`src/rtl/sqd_pkg.sv`:
```
// ============================================================================
// Module   : sqd_pkg
// Brief    : Shared types and helpers for the sequence detector and serializer.
// Revision : 1.0
// ============================================================================
`default_nettype none

package sqd_pkg;

    localparam int SQD_DEFAULT_WIDTH = 8;

    typedef enum logic [1:0] {
        ST_IDLE   = 2'd0,
        ST_SHIFT  = 2'd1,
        ST_PARITY = 2'd2
    } sqd_state_t;

    // Bit-index counter width; never narrower than one bit.
    function automatic int sqd_cnt_w(input int width);
        return (width > 2) ? $clog2(width) : 1;
    endfunction

endpackage

`default_nettype wire

```
`src/rtl/sqd_shift_reg.sv`:
```
// ============================================================================
// Module   : sqd_shift_reg
// Brief    : Loadable left-shift register with bit counter and last-bit flag.
// Revision : 1.0
// ============================================================================
`default_nettype none

module sqd_shift_reg
    import sqd_pkg::*;
#(
    parameter int WIDTH = SQD_DEFAULT_WIDTH
) (
    input  logic             clk,
    input  logic             reset,
    input  logic             load,
    input  logic [WIDTH-1:0] load_data,
    input  logic             shift_en,
    output logic             next_bit,
    output logic             last,
    output logic             near_last,
    output logic             word_parity
);

    localparam int            CW       = sqd_cnt_w(WIDTH);
    localparam logic [CW-1:0] LAST_IDX = CW'(WIDTH - 1);
    localparam logic [CW-1:0] NEAR_IDX = CW'(WIDTH - 2);

    // The MSB goes straight to the output register on load, so only the
    // remaining WIDTH-1 bits are kept here.
    logic [WIDTH-2:0] rest;
    logic [CW-1:0]    cnt;
    logic             par;

    always_ff @(posedge clk) begin
        if (!reset) begin
            rest <= '0;
            cnt  <= '0;
            par  <= 1'b0;
        end else if (load) begin
            rest <= load_data[WIDTH-2:0];
            cnt  <= '0;
            par  <= ^load_data;
        end else if (shift_en) begin
            rest <= rest << 1;
            cnt  <= cnt + 1'b1;
        end
    end

    assign next_bit    = rest[WIDTH-2];
    assign last        = (cnt == LAST_IDX);
    assign near_last   = (cnt == NEAR_IDX);
    assign word_parity = par;

endmodule

`default_nettype wire

```
`src/rtl/sqd_serializer.sv`:
```
// ============================================================================
// Module   : sqd_serializer
// Brief    : MSB-first parallel-to-serial front end with one-word holding
//            buffer. Define SQD_SER_PARITY_EN to append an even-parity bit.
// Revision : 1.0
// ============================================================================
`default_nettype none

module sqd_serializer
    import sqd_pkg::*;
#(
    parameter int   WIDTH    = SQD_DEFAULT_WIDTH,
    parameter logic IDLE_BIT = 1'b0
) (
    input  logic             clk,
    input  logic             reset,
    input  logic [WIDTH-1:0] din,
    input  logic             din_valid,
    output logic             din_ready,
    output logic             x_out,
    output logic             x_valid,
    output logic             word_done,
    output logic             busy
);

`ifdef SQD_SER_PARITY_EN
    localparam bit PARITY_EN = 1'b1;
`else
    localparam bit PARITY_EN = 1'b0;
`endif

    sqd_state_t       state;
    sqd_state_t       state_nxt;
    logic             hold_full;
    logic [WIDTH-1:0] hold_word;

    logic             accept;
    logic             final_edge;
    logic             load;
    logic             load_hold;
    logic             hold_wr;
    logic             shift_en;
    logic             enter_parity;
    logic [WIDTH-1:0] load_data;
    logic             x_out_nxt;
    logic             x_valid_nxt;
    logic             word_done_nxt;

    logic             next_bit;
    logic             last;
    logic             near_last;
    logic             word_parity;

    assign din_ready  = reset && !hold_full;
    assign accept     = din_valid && din_ready;
    assign busy       = (state != ST_IDLE) || hold_full;
    assign final_edge = PARITY_EN ? (state == ST_PARITY)
                                  : ((state == ST_SHIFT) && last);

    always_ff @(posedge clk) begin
        if (!reset) begin
            state <= ST_IDLE;
        end else begin
            state <= state_nxt;
        end
    end

    always_comb begin
        state_nxt = state;
        case (state)
            ST_IDLE: begin
                if (accept) state_nxt = ST_SHIFT;
            end
            ST_SHIFT: begin
                if (last) begin
                    if (PARITY_EN)                  state_nxt = ST_PARITY;
                    else if (!(hold_full || accept)) state_nxt = ST_IDLE;
                end
            end
            ST_PARITY: begin
                state_nxt = (hold_full || accept) ? ST_SHIFT : ST_IDLE;
            end
            default: state_nxt = ST_IDLE;
        endcase
    end

    // Accepts never coincide with a hold-to-shifter move: din_ready is low
    // whenever the holding register is full.
    always_comb begin
        load_hold     = final_edge && hold_full;
        load          = load_hold || (accept && ((state == ST_IDLE) || final_edge));
        hold_wr       = accept && !load;
        load_data     = load_hold ? hold_word : din;
        shift_en      = (state == ST_SHIFT) && !last;
        enter_parity  = PARITY_EN && (state == ST_SHIFT) && last;
        x_out_nxt     = IDLE_BIT;
        x_valid_nxt   = 1'b0;
        word_done_nxt = 1'b0;
        if (load) begin
            x_out_nxt   = load_data[WIDTH-1];
            x_valid_nxt = 1'b1;
        end else if (shift_en) begin
            x_out_nxt     = next_bit;
            x_valid_nxt   = 1'b1;
            word_done_nxt = !PARITY_EN && near_last;
        end else if (enter_parity) begin
            x_out_nxt     = word_parity;
            x_valid_nxt   = 1'b1;
            word_done_nxt = 1'b1;
        end
    end

    always_ff @(posedge clk) begin
        if (!reset) begin
            x_out     <= IDLE_BIT;
            x_valid   <= 1'b0;
            word_done <= 1'b0;
            hold_full <= 1'b0;
            hold_word <= '0;
        end else begin
            x_out     <= x_out_nxt;
            x_valid   <= x_valid_nxt;
            word_done <= word_done_nxt;
            if (load_hold) begin
                hold_full <= 1'b0;
            end else if (hold_wr) begin
                hold_full <= 1'b1;
                hold_word <= din;
            end
        end
    end

    sqd_shift_reg #(
        .WIDTH(WIDTH)
    ) u_shift_reg (
        .clk        (clk),
        .reset      (reset),
        .load       (load),
        .load_data  (load_data),
        .shift_en   (shift_en),
        .next_bit   (next_bit),
        .last       (last),
        .near_last  (near_last),
        .word_parity(word_parity)
    );

endmodule

`default_nettype wire
```
`config.mk`:
```
export PLATFORM = sky130hd
export DESIGN_NAME = sqd_serializer
export DESIGN_NICKNAME = d
export VERILOG_FILES = /design/src/rtl/sqd_pkg.sv /design/src/rtl/sqd_shift_reg.sv /design/src/rtl/sqd_serializer.sv
export SDC_FILE = /design/constraint.sdc
export NUM_CORES = 1
export LEC_CHECK = 0
export BUFFER_PORTS_ARGS = -buffer_cell sky130_fd_sc_hd__buf_4
export CORE_MARGIN = 2
export CORE_UTILIZATION = 55
export CTS_BUF_LIST = sky130_fd_sc_hd__clkbuf_8
export CTS_CLUSTER_DIAMETER = 100
export CTS_CLUSTER_SIZE = 28
export DETAILED_ROUTE_END_ITERATION = 10
export PLACE_DENSITY = 0.77
export SLEW_MARGIN = 20
export SYNTH_ARGS = -nofsm -noshare
export SYNTH_HDL_FRONTEND = slang
export SYNTH_SLANG_ARGS = --single-unit
export TNS_END_PERCENT = 5
```
`constraint.sdc`:
```
create_clock -name clk -period 2.4 [get_ports clk]
set_clock_uncertainty 0.1 [all_clocks]
set_input_delay 0.12 -clock clk [delete_from_list [all_inputs] [get_ports clk]]
set_output_delay 0.12 -clock clk [all_outputs]
set_load 0.05 [all_outputs]
```
==> impl_metrics.prom, run 1 <==
# TYPE chip_impl_metric gauge
chip_impl_metric{name="post_cts.resized_instances",unit=""} 0
chip_impl_metric{name="timing.reg2reg.worst_path_depth",unit=""} 6
chip_impl_metric{name="instances_no_fill",unit=""} 153
chip_impl_metric{name="die_x",unit="um"} 48.36
chip_impl_metric{name="place.detailed.hpwl",unit="um"} 1333
chip_impl_metric{name="min_period_over_period",unit="%"} 84.97
chip_impl_metric{name="die_footprint",unit="um2"} 2339
chip_impl_metric{name="postLayoutCellArea",unit="um2"} 1237
chip_impl_metric{name="postCtsHoldBufs",unit=""} 0
chip_impl_info{name="layout_common_cells",value="dfxtp_1 (23), nand2_1 (17), buf_4 (15), nor2b_1 (13), mux2i_1 (9)"} 1
chip_impl_metric{name="grt_pass1_vias",unit=""} 750
chip_impl_metric{name="final-setup-viol-count",unit=""} 0
chip_impl_metric{name="drv_slew",unit=""} 0
chip_impl_metric{name="htree_num_levels",unit=""} 1
chip_impl_metric{name="met3WireLength",unit="um"} 70
chip_impl_info{name="crit_path_cell_trace",value="ha_1, ha_1, nor2b_4, nor3_4, nand3_1, a32o_1"} 1
chip_impl_info{name="unrepaired_setup_endpoints_after_global_routing",value="false"} 1
chip_impl_metric{name="globalRouteOverflowTotal",unit=""} 0
chip_impl_metric{name="hold_viol",unit=""} 0
chip_impl_metric{name="drive_gt1_share",unit="%"} 26.19
chip_impl_info{name="final_common_cell",value="dfxtp_1"} 1
chip_impl_metric{name="max_cap_violations",unit=""} 0
chip_impl_metric{name="finalSetupTns",unit="ns"} 0
chip_impl_info{name="critical-path-top-delay-family",value="simple AND/OR/NAND/NOR gates"} 1
chip_impl_metric{name="synth-seq-cells",unit=""} 23
chip_impl_info{name="maxUsedRoutingLayer",value="met4"} 1
chip_impl_metric{name="wl_per_cell",unit="um"} 12.75
chip_impl_metric{name="cts-buffers-inserted",unit=""} 3
chip_impl_metric{name="clock_sinks",unit=""} 23
chip_impl_metric{name="antenna_found_initial",unit=""} 0
chip_impl_metric{name="nets_in_the_synthesized_netlist",unit=""} 127
chip_impl_metric{name="buffer_ports.inserted",unit=""} 15
chip_impl_info{name="timing.setup.critical_path_class",value="reg -> reg"} 1
chip_impl_info{name="tritoncts_clock_tree",value="done"} 1
chip_impl_info{name="clock-root-buffer",value="clkbuf_8"} 1
chip_impl_metric{name="post-place-cells",unit=""} 149
chip_impl_metric{name="synth.lib_cells_used.distinct",unit=""} 27
chip_impl_metric{name="synth_sequential_area_ratio",unit="%"} 42.54
chip_impl_metric{name="worst_skew_pair.late_latency",unit="ns"} 0.26
chip_impl_info{name="hold_crit_class",value="in -> reg"} 1
chip_impl_metric{name="drt_first_iter_violations",unit=""} 16
chip_impl_metric{name="core.rowCount",unit=""} 16
chip_impl_metric{name="post_synth_inst_count",unit=""} 113
chip_impl_metric{name="met1Wirelength",unit="um"} 908
chip_impl_metric{name="required",unit="ns"} 2.46
chip_impl_metric{name="critical_path.max_stage_delay",unit="ns"} 0.48
chip_impl_info{name="worst_path_most_repeated_cell",value="ha_1"} 1
chip_impl_metric{name="postPlaceCellArea",unit="um2"} 1191
chip_impl_metric{name="clockBufferDepth",unit=""} 2
chip_impl_metric{name="crit_cells",unit=""} 6
chip_impl_metric{name="globalRouteTotalUtil",unit="%"} 17.91
chip_impl_metric{name="floorplan.initialDensity",unit="%"} 56.91
chip_impl_info{name="worst_path_max_delay_cell",value="nor3_4"} 1
chip_impl_info{name="reg2reg_to",value="u_shift_reg.rest[3]$_SDFFE_PN0P_"} 1
chip_impl_metric{name="met2_wirelength",unit="um"} 952
chip_impl_metric{name="post_cts_buffers",unit=""} 0
chip_impl_metric{name="worstPathMaxFanout",unit=""} 15
chip_impl_metric{name="clk_pin_slew",unit="ns"} 0.08
chip_impl_metric{name="drt-pass1-iter-count",unit=""} 4
chip_impl_metric{name="synth.yosys.warnings",unit=""} 0
chip_impl_info{name="worst_r2r_startpoint",value="u_shift_reg.cnt[0]$_SDFFE_PP0P_"} 1
chip_impl_info{name="critical_path_endpoint",value="u_shift_reg.rest[3]$_SDFFE_PN0P_"} 1
chip_impl_info{name="setup_crit_start",value="u_shift_reg.cnt[0]$_SDFFE_PP0P_"} 1
chip_impl_metric{name="fin_total_pwr",unit="W"} 0.0007933
chip_impl_metric{name="slew_headroom",unit="%"} 65.50
chip_impl_metric{name="fp.dieH",unit="um"} 48.36
chip_impl_metric{name="p_per_area",unit="nW/um2"} 641.1
chip_impl_info{name="run_status",value="complete, no violations"} 1
chip_impl_metric{name="drc",unit=""} 0
chip_impl_metric{name="finalNetCount",unit=""} 141
chip_impl_metric{name="core_area",unit="um2"} 1902
chip_impl_metric{name="drt_wl_total",unit="um"} 1950
chip_impl_metric{name="syn-cell-area",unit="um2"} 1082
chip_impl_metric{name="num_vias",unit=""} 801
chip_impl_info{name="worst_setup_path_start_kind",value="flip-flop"} 1
chip_impl_metric{name="grt_max_degree",unit=""} 19
chip_impl_metric{name="maxClockFrequency",unit="MHz"} 490.4
chip_impl_metric{name="leakage",unit="nW"} 0.5575
chip_impl_metric{name="worst-slew-pin-transition",unit="ns"} 0.5158
chip_impl_metric{name="critPathBufInv",unit=""} 0
chip_impl_metric{name="ant_nets",unit=""} 0
chip_impl_metric{name="areaGrowthSynthToFinish",unit="%"} 14.34
chip_impl_metric{name="antenna_cells",unit=""} 0
chip_impl_metric{name="average_cell_area_after_synthesis",unit="um2"} 9.578
chip_impl_metric{name="worst-endpoint-arrival",unit="ns"} 2.10
chip_impl_metric{name="grt_first_pass_wirelength",unit="um"} 3325
chip_impl_metric{name="place.gp.congestion",unit=""} 0.7739
chip_impl_metric{name="via_per_inst",unit=""} 5.235
chip_impl_metric{name="reg2reg_setup_slack",unit="ns"} 0.36
chip_impl_info{name="critical_path_sink_type",value="flip-flop"} 1
chip_impl_metric{name="layout_min_cycle_time",unit="ns"} 2.039
chip_impl_metric{name="num_io_pins",unit=""} 16
chip_impl_metric{name="worst_ir_drop_vdd",unit="mV"} 0.4413
[logic make-up after synthesis]
kind of cell             after synthesis  share of synthesized area [%]
AND/OR/NAND/NOR                       57                          30.75
flip-flops                            23                          42.54
AO/OA/AOI/OAI                         12                          9.249
multiplexers                          10                          9.364
buffers and inverters                  7                          3.814
adder cells (fa/ha/maj)                3                          3.469
XOR/XNOR                               1                         0.8094
[sequential cells by signal, summed over array words and instances (netlist names)]
name              cells
hold_word             8
x_out                 1
u_shift_reg.rest      7
hold_full             1
word_done             1
x_valid               1
state                 1
u_shift_reg.cnt       3
[metal layers]
layer,GRT usage (%),up-vias
li1,-,412
met1,22.97,373
met2,30.09,14
met3,3.086,2
met4,7.143,0
met5,0,-
[cell usage after synthesis]
cell | instances | area share, %
mux2_2 | 1 | 1.0
nor3_4 | 1 | 1.5
mux2i_1 | 9 | 8.3
a32o_1 | 7 | 6.5
and4_2 | 1 | 0.92
and2b_4 | 1 | 0.92
dfxtp_1 | 23 | 43
nor2b_4 | 1 | 1.3
nor2b_1 | 13 | 7.5
nand3_2 | 1 | 0.92
nor2_1 | 4 | 1.4
inv_1 | 1 | 0.35
nand2_1 | 17 | 5.9
and2_1 | 1 | 0.58
nand3_1 | 7 | 3.2
buf_6 | 2 | 2.1
or2_2 | 6 | 3.5
clkbuf_1 | 4 | 1.4
or2_0 | 1 | 0.58
a21oi_1 | 3 | 1.4
xnor2_1 | 1 | 0.81
and3_2 | 1 | 0.69
a211oi_1 | 1 | 0.69
nand2b_4 | 1 | 1.3
nand2b_1 | 1 | 0.58
a22oi_1 | 1 | 0.69
ha_1 | 3 | 3.5
[area by class of cell]
type / count / area (um2)
Clock inverter: 1 / 5.005
Sequential cell: 23 / 460.4
Tap cell: 27 / 33.78
Multi-Input combinational cell: 83 / 580.6
Inverter: 1 / 3.754
Timing Repair Buffer: 15 / 112.6
Fill cell: 177 / 664.4
Clock buffer: 3 / 41.29
[worst min-delay path by stage]
stage,start,end,cells after the start
floorplan,reset,state[0]$_SDFFE_PN0P_,1
global placement,din[4],hold_word[4]$_SDFFE_PN0P_,3
detailed placement,din[3],hold_word[3]$_SDFFE_PN0P_,3
CTS,din[3],hold_word[3]$_SDFFE_PN0P_,3
global route,din[5],hold_word[5]$_SDFFE_PN0P_,3
finish,din[7],hold_word[7]$_SDFFE_PN0P_,3
[tightest hold or removal path, delay by kind of cell]
kind / cells / cell delay, ns
buf+inv: 1 / 0.08
mux: 1 / 0.05
simple gates: 1 / 0.10
[stage by stage]
| step | hold slack, ns | util (%) | setup WS (ns) |
|---|---|---|---|
| finish | 0.02444 | 65.07 | 0.3608 |
| global route | 0.04704 | 65.07 | 0.2228 |
| CTS | 0.02418 | 65.07 | 0.3394 |
| detailed placement | 0.2921 | 62.63 | 0.3590 |
| global placement | 0.2882 | 62.63 | 0.4156 |
| floorplan | 0.1482 | - | 0.3781 |
[power by group]
part | switching, W | internal (W)
combinational | 0.0000722 | 0.0000649
clock | 0.000122 | 0.000116
sequential | 0.0000149 | 0.000403
No activity file was read; power rests on OpenSTA's default activity.
==> run 2: changes to the inputs <==
--- a/config.mk
+++ b/config.mk
@@ -7,7 +7,7 @@
 export LEC_CHECK = 0
 export BUFFER_PORTS_ARGS = -buffer_cell sky130_fd_sc_hd__buf_4
 export CORE_MARGIN = 2
-export CORE_UTILIZATION = 55
+export CORE_UTILIZATION = 52
 export CTS_BUF_LIST = sky130_fd_sc_hd__clkbuf_8
 export CTS_CLUSTER_DIAMETER = 100
 export CTS_CLUSTER_SIZE = 28
==> constraint.sdc (replaced) <==
create_clock -name clk -period 1.7 [get_ports clk]
set_clock_uncertainty 0.1 [all_clocks]
set_input_delay 0.085 -clock clk [delete_from_list [all_inputs] [get_ports clk]]
set_output_delay 0.085 -clock clk [all_outputs]
set_load 0.05 [all_outputs]
==> run 2 against run 1 <==
  * The run now ends with negative hold slack left
  * Final cell count grew 12%
  * Sequential share of layout area down 6.2 points
  * First-iteration DRC count grew 6.3%
  * Clock power rose by 44%
  * Combinational power is 110% higher
  * Critical path type unchanged
  * Largest power group unchanged
  * Highest routed layer unchanged
==> impl_metrics.prom, run 2 (synthesis results as in run 1) <==
# TYPE chip_impl_metric gauge
chip_impl_info{name="run_status",value="complete, but fails checks"} 1
chip_impl_info{name="violations",value="negative hold slack"} 1
chip_impl_info{name="critical_path_sink_type",value="flip-flop"} 1
chip_impl_metric{name="core.rowCount",unit=""} 16
chip_impl_metric{name="worstPathMaxFanout",unit=""} 6
chip_impl_metric{name="wl_per_cell",unit="um"} 16.27
chip_impl_metric{name="finalHoldWorstSlack",unit="ns"} -0.003589
chip_impl_info{name="clock-root-buffer",value="clkbuf_8"} 1
chip_impl_info{name="layout_common_cells",value="buf_4 (23), dfxtp_1 (21), nand2_1 (17), nor2b_1 (12), mux2i_1 (8)"} 1
chip_impl_metric{name="final_util",unit="%"} 76.08
chip_impl_metric{name="drt_wl_total",unit="um"} 2782
chip_impl_metric{name="grt_max_degree",unit=""} 19
chip_impl_metric{name="worst-endpoint-arrival",unit="ns"} 1.74
chip_impl_metric{name="antenna_found_initial",unit=""} 0
chip_impl_metric{name="min_period_over_period",unit="%"} 99.57
chip_impl_metric{name="num_io_pins",unit=""} 16
chip_impl_metric{name="drt_first_iter_violations",unit=""} 17
chip_impl_metric{name="clock_sinks",unit=""} 23
chip_impl_metric{name="hold_viol",unit=""} 1
chip_impl_metric{name="num_vias",unit=""} 940
chip_impl_metric{name="grt_pass1_vias",unit=""} 944
chip_impl_metric{name="slew_headroom",unit="%"} 71.26
chip_impl_metric{name="largest_register_ff_count",unit=""} 8
chip_impl_metric{name="ant_nets",unit=""} 0
chip_impl_info{name="unrepaired_setup_endpoints_after_global_routing",value="true"} 1
chip_impl_metric{name="place.gp.congestion",unit=""} 0.7869
chip_impl_metric{name="cts-buffers-inserted",unit=""} 3
chip_impl_metric{name="clockBufferDepth",unit=""} 2
chip_impl_info{name="final_common_cell",value="buf_4"} 1
chip_impl_metric{name="worst-slew-pin-transition",unit="ns"} 0.4310
chip_impl_info{name="largest_register",value="hold_word"} 1
chip_impl_metric{name="finalSetupTns",unit="ns"} 0
chip_impl_metric{name="layout_min_cycle_time",unit="ns"} 1.693
chip_impl_metric{name="max_cap_violations",unit=""} 0
chip_impl_metric{name="worst_skew_pair.late_latency",unit="ns"} 0.26
chip_impl_metric{name="drive_gt1_share",unit="%"} 39.58
chip_impl_metric{name="reg2reg_setup_slack",unit="ns"} 0.007
chip_impl_metric{name="die_x",unit="um"} 49.62
chip_impl_metric{name="globalRouteTotalUtil",unit="%"} 24.79
chip_impl_metric{name="drc",unit=""} 0
chip_impl_metric{name="areaGrowthSynthToFinish",unit="%"} 37.92
chip_impl_metric{name="leakage",unit="nW"} 0.6494
chip_impl_metric{name="clk_pin_slew",unit="ns"} 0.09
chip_impl_metric{name="floorplan.initialDensity",unit="%"} 55.17
chip_impl_info{name="reg.largest.list",value="hold_word x8, u_shift_reg.rest x7, u_shift_reg.cnt x3"} 1
chip_impl_info{name="worst_setup_path_start_kind",value="flip-flop"} 1
chip_impl_metric{name="fp.dieH",unit="um"} 49.62
chip_impl_metric{name="core_area",unit="um2"} 1962
chip_impl_info{name="tritoncts_clock_tree",value="done"} 1
chip_impl_metric{name="die_footprint",unit="um2"} 2462
chip_impl_metric{name="maxClockFrequency",unit="MHz"} 590.8
chip_impl_metric{name="grt_first_pass_wirelength",unit="um"} 4705
chip_impl_metric{name="antenna_cells",unit=""} 0
chip_impl_metric{name="place.detailed.hpwl",unit="um"} 1662
chip_impl_metric{name="required",unit="ns"} 1.75
chip_impl_metric{name="worst_ir_drop_vdd",unit="mV"} 0.6150
chip_impl_metric{name="p_per_area",unit="nW/um2"} 823.3
chip_impl_info{name="hold_crit_class",value="in -> reg"} 1
chip_impl_metric{name="drt-pass1-iter-count",unit=""} 4
chip_impl_metric{name="final-setup-viol-count",unit=""} 0
chip_impl_metric{name="globalRouteOverflowTotal",unit=""} 0
chip_impl_metric{name="via_per_inst",unit=""} 5.497
chip_impl_metric{name="finalNetCount",unit=""} 159
chip_impl_metric{name="htree_num_levels",unit=""} 1
chip_impl_metric{name="buffer_ports.inserted",unit=""} 15
chip_impl_info{name="timing.setup.critical_path_class",value="reg -> reg"} 1
chip_impl_metric{name="drv_slew",unit=""} 0
run 2: cell type report:
| type | instances | area (um2) |
|---|---|---|
| Fill cell | 132 | 469.2 |
| Tap cell | 27 | 33.78 |
| Sequential cell | 23 | 462.9 |
| Multi-Input combinational cell | 84 | 658.1 |
| Clock buffer | 3 | 41.29 |
| Clock inverter | 1 | 5.005 |
| Timing Repair Buffer | 32 | 287.8 |
| Inverter | 1 | 3.754 |
run 2: path summary, 6_finish.rpt:
check / cells after the start / start / to
setup / recovery: 6 / u_shift_reg.cnt[1]$_SDFFE_PP0P_ / u_shift_reg.rest[1]$_SDFFE_PN0P_
hold / removal: 3 / din[5] / hold_word[5]$_SDFFE_PN0P_
setup reg to reg: 6 / u_shift_reg.cnt[1]$_SDFFE_PP0P_ / u_shift_reg.rest[1]$_SDFFE_PN0P_
hold reg to reg: 1 / u_shift_reg.rest[3]$_SDFFE_PN0P_ / u_shift_reg.rest[3]$_SDFFE_PN0P_
run 2: through the flow:
step	hold WS [ns]	setup slack (ns)	std cells	instance area (um2)	total power, W
after global routing	0.004968	-0.03882	171	1493	0.001273
after floorplan	0.1132	-0.1148	113	1085	0.0007483
after detailed placement	0.2563	-0.1359	159	1281	0.0008228
after CTS	0.002642	-0.01081	171	1476	0.001210
final	-0.003589	0.007288	171	1493	0.001229
after global placement	0.2481	-0.08073	159	1281	0.0008120
run 2: power by group:
group | total, W | switching [W] | internal [W]
combinational | 0.000292 | 0.000140 | 0.000152
sequential | 0.000595 | 0.0000248 | 0.000570
clock | 0.000342 | 0.000179 | 0.000163
run 2: per-layer routing:
| layer | track usage, % | vias up | routed length [um] |
|---|---|---|---|
| li1 | - | 449 | - |
| met1 | 32.12 | 452 | 1189 |
| met2 | 43.78 | 31 | 1422 |
| met3 | 3.030 | 8 | 112 |
| met4 | 5.556 | 0 | 58 |
| met5 | 0 | - | 0 |
run 2: repair_timing:
item	CTS	global route
hold buffers	3	0
gates resized for setup	16	5
setup endpoints to repair	11	17
endpoints found under the hold margin	3	0
pin swaps	2	6
gates cloned	1	0
buffers inserted	4	0
run 2: worst max-delay path, stage by stage, from the launching register on:
cell	delay (ns)
dfxtp_2	0.34
ha_4	0.16
ha_4	0.17
nor2b_4	0.21
nor3_4	0.10
or2_4	0.25
a32o_1	0.26
